## config.mk

```make
export PLATFORM = sky130hd
export DESIGN_NAME = panel_word_writer
export DESIGN_NICKNAME = d
export VERILOG_FILES = /design/src/rtl/panel_word_writer.sv
export SDC_FILE = /design/constraint.sdc
export NUM_CORES = 1
export LEC_CHECK = 0
export ABC_AREA = 1
export BUFFER_PORTS_ARGS = -buffer_cell sky130_fd_sc_hd__buf_2
export CAP_MARGIN = 20
export CELL_PAD_IN_SITES_DETAIL_PLACEMENT = 1
export CELL_PAD_IN_SITES_GLOBAL_PLACEMENT = 1
export CORE_ASPECT_RATIO = 1.1
export CORE_UTILIZATION = 42
export DETAILED_ROUTE_END_ITERATION = 12
export GPL_ROUTABILITY_DRIVEN = 0
export PLACE_DENSITY = 0.77
export SLEW_MARGIN = 5
export SYNTH_ARGS = -nofsm -noshare
export SYNTH_HDL_FRONTEND = slang
export SYNTH_SLANG_ARGS = --single-unit
```

## constraint.sdc

```tcl
create_clock -name clk -period 6.1 [get_ports clk]
set_clock_uncertainty 0.2 [all_clocks]
set_input_delay 0.305 -clock clk [delete_from_list [all_inputs] [get_ports clk]]
set_output_delay 0.305 -clock clk [all_outputs]
set_load 0.05 [all_outputs]
```

## src/rtl/panel_word_writer.sv

```systemverilog
// Front-panel word entry: debounced, auto-repeating buttons assemble switch chunks into
// words that are written out over a valid/ready port. Host DMA activity stalls new writes.
module panel_word_writer #(
    parameter int              NBTN         = 5,
    parameter int              SW_W         = 16,
    parameter int              WORD_W       = 64,
    parameter int              ADDR_W       = 10,
    parameter int              DEBOUNCE_CYC = 2_000_000,
    parameter int              RPT_DELAY    = 50_000_000,
    parameter int              RPT_PERIOD   = 10_000_000,
    parameter logic [NBTN-1:0] RPT_MASK     = 5'b00110
) (
    input  logic                            clk,
    input  logic                            rst,
    input  logic [NBTN-1:0]                 btn_raw,
    input  logic [SW_W-1:0]                 sw,
    input  logic                            host_active,
    output logic [NBTN-1:0]                 btn_pulse,
    output logic                            wr_valid,
    input  logic                            wr_ready,
    output logic [ADDR_W-1:0]               wr_addr,
    output logic [WORD_W-1:0]               wr_data,
    output logic [ADDR_W-1:0]               cur_addr,
    output logic [$clog2(WORD_W/SW_W):0]    chunk_idx,
    output logic                            drop_err
);

    localparam int NCHUNK  = WORD_W / SW_W;
    localparam int IDX_W   = $clog2(NCHUNK) + 1;
    localparam int DB_W    = $clog2(DEBOUNCE_CYC + 1);
    localparam int RPT_MAX = (RPT_DELAY > RPT_PERIOD) ? RPT_DELAY : RPT_PERIOD;
    localparam int RPT_W   = $clog2(RPT_MAX + 1);

    localparam logic [DB_W-1:0]  DB_LAST     = DB_W'(DEBOUNCE_CYC - 1);
    localparam logic [RPT_W-1:0] DELAY_LAST  = RPT_W'(RPT_DELAY - 1);
    localparam logic [RPT_W-1:0] PERIOD_LAST = RPT_W'(RPT_PERIOD - 1);
    localparam logic [IDX_W-1:0] IDX_LAST    = IDX_W'(NCHUNK - 1);

    localparam int B_COMMIT = 0;
    localparam int B_NEXT   = 1;
    localparam int B_PREV   = 2;
    localparam int B_CLEAR  = 3;
    localparam int B_FLUSH  = 4;

    if (WORD_W % SW_W != 0) begin : g_bad_width
        $error("panel_word_writer: WORD_W must be a multiple of SW_W");
    end

    typedef enum logic [1:0] {
        ST_COLLECT = 2'd0,
        ST_REQ     = 2'd1,
        ST_WRITE   = 2'd2
    } state_t;

    // Button input path state
    logic [NBTN-1:0]  sync1_q, sync1_d;
    logic [NBTN-1:0]  sync2_q, sync2_d;
    logic [NBTN-1:0]  stable_q, stable_d;
    logic [NBTN-1:0]  stable_prev_q, stable_prev_d;
    logic [NBTN-1:0]  btn_pulse_q, btn_pulse_d;
    logic [NBTN-1:0]  rpt_first_q, rpt_first_d;
    logic [DB_W-1:0]  db_cnt_q  [NBTN];
    logic [DB_W-1:0]  db_cnt_d  [NBTN];
    logic [RPT_W-1:0] rpt_cnt_q [NBTN];
    logic [RPT_W-1:0] rpt_cnt_d [NBTN];

    // Word assembly / write port state
    state_t            state_q, state_d;
    logic [WORD_W-1:0] word_q, word_d;
    logic [IDX_W-1:0]  idx_q, idx_d;
    logic [ADDR_W-1:0] cur_addr_q, cur_addr_d;
    logic              wr_valid_q, wr_valid_d;
    logic [ADDR_W-1:0] wr_addr_q, wr_addr_d;
    logic [WORD_W-1:0] wr_data_q, wr_data_d;
    logic              drop_err_q, drop_err_d;

    logic act_clear, act_flush, act_commit, act_next, act_prev, act_any;

    always_comb begin
        sync1_d       = btn_raw;
        sync2_d       = sync1_q;
        stable_prev_d = stable_q;
        stable_d      = stable_q;
        rpt_first_d   = rpt_first_q;
        btn_pulse_d   = '0;
        for (int i = 0; i < NBTN; i++) begin
            db_cnt_d[i]  = '0;
            rpt_cnt_d[i] = rpt_cnt_q[i];

            // Any cycle where the synced level agrees with stable restarts the count
            if (sync2_q[i] != stable_q[i]) begin
                if (db_cnt_q[i] == DB_LAST) begin
                    stable_d[i] = ~stable_q[i];
                end else begin
                    db_cnt_d[i] = db_cnt_q[i] + 1'b1;
                end
            end

            if (!stable_q[i] || !stable_prev_q[i]) begin
                rpt_cnt_d[i]   = '0;
                rpt_first_d[i] = 1'b1;
                btn_pulse_d[i] = stable_q[i];
            end else if (RPT_MASK[i]) begin
                if (rpt_first_q[i] ? (rpt_cnt_q[i] == DELAY_LAST)
                                   : (rpt_cnt_q[i] == PERIOD_LAST)) begin
                    rpt_cnt_d[i]   = '0;
                    rpt_first_d[i] = 1'b0;
                    btn_pulse_d[i] = 1'b1;
                end else begin
                    rpt_cnt_d[i] = rpt_cnt_q[i] + 1'b1;
                end
            end
        end
    end

    // One action per cycle; lower-priority pulses in the same cycle simply vanish
    always_comb begin
        act_clear  = btn_pulse_q[B_CLEAR];
        act_flush  = !act_clear && btn_pulse_q[B_FLUSH];
        act_commit = !act_clear && !btn_pulse_q[B_FLUSH] && btn_pulse_q[B_COMMIT];
        act_next   = !act_clear && !btn_pulse_q[B_FLUSH] && !btn_pulse_q[B_COMMIT]
                     && btn_pulse_q[B_NEXT];
        act_prev   = !act_clear && !btn_pulse_q[B_FLUSH] && !btn_pulse_q[B_COMMIT]
                     && !btn_pulse_q[B_NEXT] && btn_pulse_q[B_PREV];
        act_any    = |btn_pulse_q;
    end

    always_comb begin
        state_d    = state_q;
        word_d     = word_q;
        idx_d      = idx_q;
        cur_addr_d = cur_addr_q;
        wr_valid_d = wr_valid_q;
        wr_addr_d  = wr_addr_q;
        wr_data_d  = wr_data_q;
        drop_err_d = drop_err_q;

        unique case (state_q)
            ST_COLLECT: begin
                if (act_clear) begin
                    word_d = '0;
                    idx_d  = '0;
                end else if (act_flush) begin
                    if (idx_q != '0) state_d = ST_REQ;
                end else if (act_commit) begin
                    for (int c = 0; c < NCHUNK; c++) begin
                        if (idx_q == IDX_W'(c)) word_d[c*SW_W +: SW_W] = sw;
                    end
                    idx_d = idx_q + 1'b1;
                    if (idx_q == IDX_LAST) state_d = ST_REQ;
                end else if (act_next) begin
                    cur_addr_d = cur_addr_q + 1'b1;
                end else if (act_prev) begin
                    cur_addr_d = cur_addr_q - 1'b1;
                end
            end

            ST_REQ: begin
                if (act_any) drop_err_d = 1'b1;
                if (!host_active) begin
                    state_d    = ST_WRITE;
                    wr_valid_d = 1'b1;
                    wr_addr_d  = cur_addr_q;
                    wr_data_d  = word_q;
                end
            end

            ST_WRITE: begin
                // Once offered, the write is held until taken regardless of host_active
                if (act_any) drop_err_d = 1'b1;
                if (wr_ready) begin
                    state_d    = ST_COLLECT;
                    wr_valid_d = 1'b0;
                    cur_addr_d = cur_addr_q + 1'b1;
                    word_d     = '0;
                    idx_d      = '0;
                end
            end

            default: begin
                state_d = ST_COLLECT;
            end
        endcase
    end

    always_ff @(posedge clk) begin
        if (rst) begin
            sync1_q       <= '0;
            sync2_q       <= '0;
            stable_q      <= '0;
            stable_prev_q <= '0;
            btn_pulse_q   <= '0;
            rpt_first_q   <= '0;
            for (int i = 0; i < NBTN; i++) begin
                db_cnt_q[i]  <= '0;
                rpt_cnt_q[i] <= '0;
            end
            state_q    <= ST_COLLECT;
            word_q     <= '0;
            idx_q      <= '0;
            cur_addr_q <= '0;
            wr_valid_q <= 1'b0;
            wr_addr_q  <= '0;
            wr_data_q  <= '0;
            drop_err_q <= 1'b0;
        end else begin
            sync1_q       <= sync1_d;
            sync2_q       <= sync2_d;
            stable_q      <= stable_d;
            stable_prev_q <= stable_prev_d;
            btn_pulse_q   <= btn_pulse_d;
            rpt_first_q   <= rpt_first_d;
            for (int i = 0; i < NBTN; i++) begin
                db_cnt_q[i]  <= db_cnt_d[i];
                rpt_cnt_q[i] <= rpt_cnt_d[i];
            end
            state_q    <= state_d;
            word_q     <= word_d;
            idx_q      <= idx_d;
            cur_addr_q <= cur_addr_d;
            wr_valid_q <= wr_valid_d;
            wr_addr_q  <= wr_addr_d;
            wr_data_q  <= wr_data_d;
            drop_err_q <= drop_err_d;
        end
    end

    assign btn_pulse = btn_pulse_q;
    assign wr_valid  = wr_valid_q;
    assign wr_addr   = wr_addr_q;
    assign wr_data   = wr_data_q;
    assign cur_addr  = cur_addr_q;
    assign chunk_idx = idx_q;
    assign drop_err  = drop_err_q;

endmodule
```

==> results.md <==
| Parameter | Reported | Unit |
| --- | --- | --- |
| Outcome | finished, final reports clean | - |
| Number of gates given a new drive strength after cts | 0 | - |
| Count of nets after finishing | 2283 | - |
| Total congestion overflow after global routing | 0 | - |
| Final standard cell count with taps included and fillers excluded | 2755 | - |
| Most frequent standard cell in the layout excluding fill and tap cells | nor2_1 | - |
| Aggregate routed wire length | 41700 | um |
| Worst slew pin tran | 1020 | ps |
| Initial Util | 0.428 | - |
| Fraction of power spent switching nets | 0.331 | - |
| Fraction of the yosys area taken by sequential cells | 0.472 | - |
| Internal reg-to-reg setup slack | 3320 | ps |
| Maximum vdd ir drop | 0.214 | mV |
| Clk Latency, worst-skew pair | 540 | ps |
| Total of endpoints with negative setup slack in the final report | 0 | - |
| Average cell area after synthesis | 7.49 | sq um |
| Clock sink total | 339 | - |
| Row cnt | 73 | - |
| Total negative slack | 0 | ps |
| Number of max-slew violations in the final report | 0 | - |
| Yosys synthesis warning count | 0 | - |
| Hold EP | word_q[24] | - |
| Detailed-route vias per instance | 5.04 | - |
| Overall die width | 185 | um |
| CTS H-tree lvls | 2 | - |
| Ratio of total power to cell area | 345 | nW/um^2 |
| Kind of cell adding the most delay to the critical path | simple AND/OR/NAND/NOR gates | - |
| Worst-case clock buffer depth | 3 | - |
| R2r worst-path depth | 10 | - |
| WP buf/inv | 3 | - |
| Cts hold-fix bufs | 19 | - |
| Synthesis-to-layout area growth | 16.7 | % |
| Setup repair after global routing missed its margin | no | - |
| Number of different library cells in the post-synthesis netlist | 47 | - |
| Crit Path Category | reg2reg | - |
| Clock edge transition at the registers on the reported setup and hold paths | 60 | ps |
| Worst flop-to-flop path startpoint | state_q[0] | - |
| First DRT Iteration DRCs | 503 | - |
| Number of max-capacitance violations reported | 0 | - |
| GR Util All Layers | 0.224 | - |
| Floorplan Core Area | 36200 | sq um |
| Router iterations before antenna repair | 5 | - |
| Fraction of final layout cells with drive strength greater than 1 | 0.104 | - |
| Number of hold violations in the final report | 0 | - |
| Maximum fanout along the worst path | 30 | - |
| Largest incremental delay on the critical path | 790 | ps |
| Met1 track utilization from global routing | 0.271 | - |
| Global-route layer with the greatest usage | met2 | - |
| Post-synth design cell area | 15500 | sq um |
| Leak pwr | 7.34 | nW |
| Critical path required time | 6300 | ps |
| Met3 GRT Util | 0.0352 | - |
| Worst endpoint data arrival time | 2990 | ps |
| Largest net degree at the start of global routing | 142 | - |
| DRC | 0 | - |
| Met2 layer usage reported by global route | 0.403 | - |
| CTS tree | done | - |
| Clock network fraction of total power | 0.364 | - |
| Antenna diodes | 0 | - |
| Number of post-CTS setup repair buffers | 0 | - |
| Share of the cycle needed by the critical path after routing | 0.456 | - |
| Standard cell with the maximum stage delay on the critical path | nor2_2 | - |
| Count of cells along the worst hold path | 5 | - |
| Min Clock Period, post-route | 2780 | ps |
| Die span in y | 203 | um |
| Max frequency | 0.360 | GHz |
| Hold Crit Class | in2reg | - |
| Wirelength per Cell | 15.2 | um |
| Capture point of the worst reg-to-reg path | word_q[20] | - |
| Fraction of power consumed by sequential logic | 0.435 | - |
| Hold wc startpoint | sw[8] | - |
| Worst setup SP type | flop | - |
| Total I/O pin count | 119 | - |
| Net switching power | 2.06 | mW |
| Root Driver | clkbuf_16 | - |
| Core utilization of the finished layout | 0.499 | - |
| Wire length of the first global-routing pass | 69400 | um |
| Antenna violations before repair | 0 | - |
| Number of global-route vias before repair | 14300 | - |
| Internal power summed over all cells | 4.17 | mW |
| Placed wire-length estimate after detailed placement | 29300 | um |
| Vias | 13900 | - |
| Total placed cells including tap cells | 2666 | - |
| Combinational cell fraction of total power | 0.201 | - |
| Max_slew headroom | 0.318 | - |
| Most frequent cells in the layout | nor2_1, nand2_1, dfxtp_1, inv_1, a21oi_1 | - |
| Instance count of the mapped netlist | 2066 | - |
| CTS Buf Count | 38 | - |
| DIE AREA | 37600 | sq um |
| Critical Path Sink Type | flop | - |
| ANT nets after route | 0 | - |
| Ordered list of cells on the worst path | inv_1 > ha_1 > inv_2 > nor2_2 > a21oi_2 > nand2_4 > nor2_2 > inv_1 > nand2_1 > a21oi_1 | - |
| Number of port buffers | 118 | - |
| #FFs+latches synth | 339 | - |
==> Yosys cell counts (all sizes together) <==
cell type    n  area, sq um
nor2       383         1480
nand2      362         1380
dfxtp      287         5750
inv        235          885
a21oi      164          825
o21ai      159          803
nand3      109          588
nor3        65          345
xor2        58          508
edfxtp      52         1560
nand4       41          257
buf         32          219
clkbuf      29          109
xnor2       22          193
ha          18          225
or2         17          106
nand3b       8         60.1
nor3b        8         65.1
a31oi        3         18.8
a211oi       2         15.0
a21boi       2         15.0
clkinv       2         7.51
nor4         2         12.5
conb         1         3.75
nor2b        1         6.26
o211ai       1         12.5
o21a         1         7.51
o31ai        1         7.51
or3          1         6.26
==> cells by family after synthesis <==
family	synth area share
AND/OR/NAND/NOR	0.278
flip-flops	0.472
AO/OA/AOI/OAI	0.110
buffers and inverters	0.0789
XOR/XNOR	0.0453
adder cells (fa/ha/maj)	0.0146
other	0.000242
==> flip-flops by register name, summed over array words and instances, names as in the netlist <==
| register | count |
|---|---|
| chunk_idx | 3 |
| stable_prev_q | 5 |
| wr_addr | 10 |
| stable_prev_d | 5 |
| sync2_q | 5 |
| cur_addr | 10 |
| btn_pulse | 5 |
| rpt_cnt_q | 52 |
| word_q | 64 |
| drop_err | 1 |
| state_q | 2 |
| wr_data | 64 |
| rpt_first_q | 2 |
| wr_valid | 1 |
| db_cnt_q | 105 |
| sync1_q | 5 |
==> tightest hold or removal path, cell delays in order <==
cell,delay [ps]
buf_2,120
nand2_1,60
nor2_1,80
nand2_1,80
a21oi_1,60
==> layer usage <==
layer / share of wire / routed length, um
met2: 0.50 / 20800
met3: 0.037 / 1530
met4: 0.026 / 1090
met5: 0 / 0
met1: 0.44 / 18300
==> power by group through the flow <==
stage               Sequential [mW]  Clock [mW]  Combinational [mW]
finish                         2.71        2.27                1.25
global route                   2.74        2.43                1.38
CTS                            2.71        2.33                1.25
detailed placement             2.75           0                1.23
global placement               2.75           0                1.19
floorplan                      3.10           0               0.561
==> cell type report <==
cell class	instances	area [sq um]
clock buffer	58	1130
clock inverter	10	115
fill	4699	18100
inverter	237	895
multi-input combinational	1480	7140
sequential	339	7310
tap	487	609
timing repair buffer	144	853
==> stage by stage <==
step           cell area [sq um]  hold WS (ps)  power (mW)  worst slack [ps]
6_report                   18000          18.9        6.23              3320
5_1_grt                    18000          6.55        6.54              3070
4_1_cts                    18000         0.183        6.30              3280
3_5_place_dp               16600           182        3.98              3310
3_3_place_gp               16600           179        3.94              3460
2_1_floorplan              15700           173        3.66              4050
==> how the worst max path moves through the flow <==
stage | start | end | slack, ps | depth (start not counted)
finish | state_q[0] | word_q[20] | 3320 | 10
global route | state_q[0] | word_q[20] | 3070 | 10
CTS | state_q[0] | word_q[63] | 3280 | 9
detailed placement | state_q[0] | word_q[61] | 3310 | 10
global placement | state_q[0] | word_q[46] | 3460 | 7
floorplan | cur_addr[0] | cur_addr[4] | 4050 | 10
(Power assumes the default switching activity.)
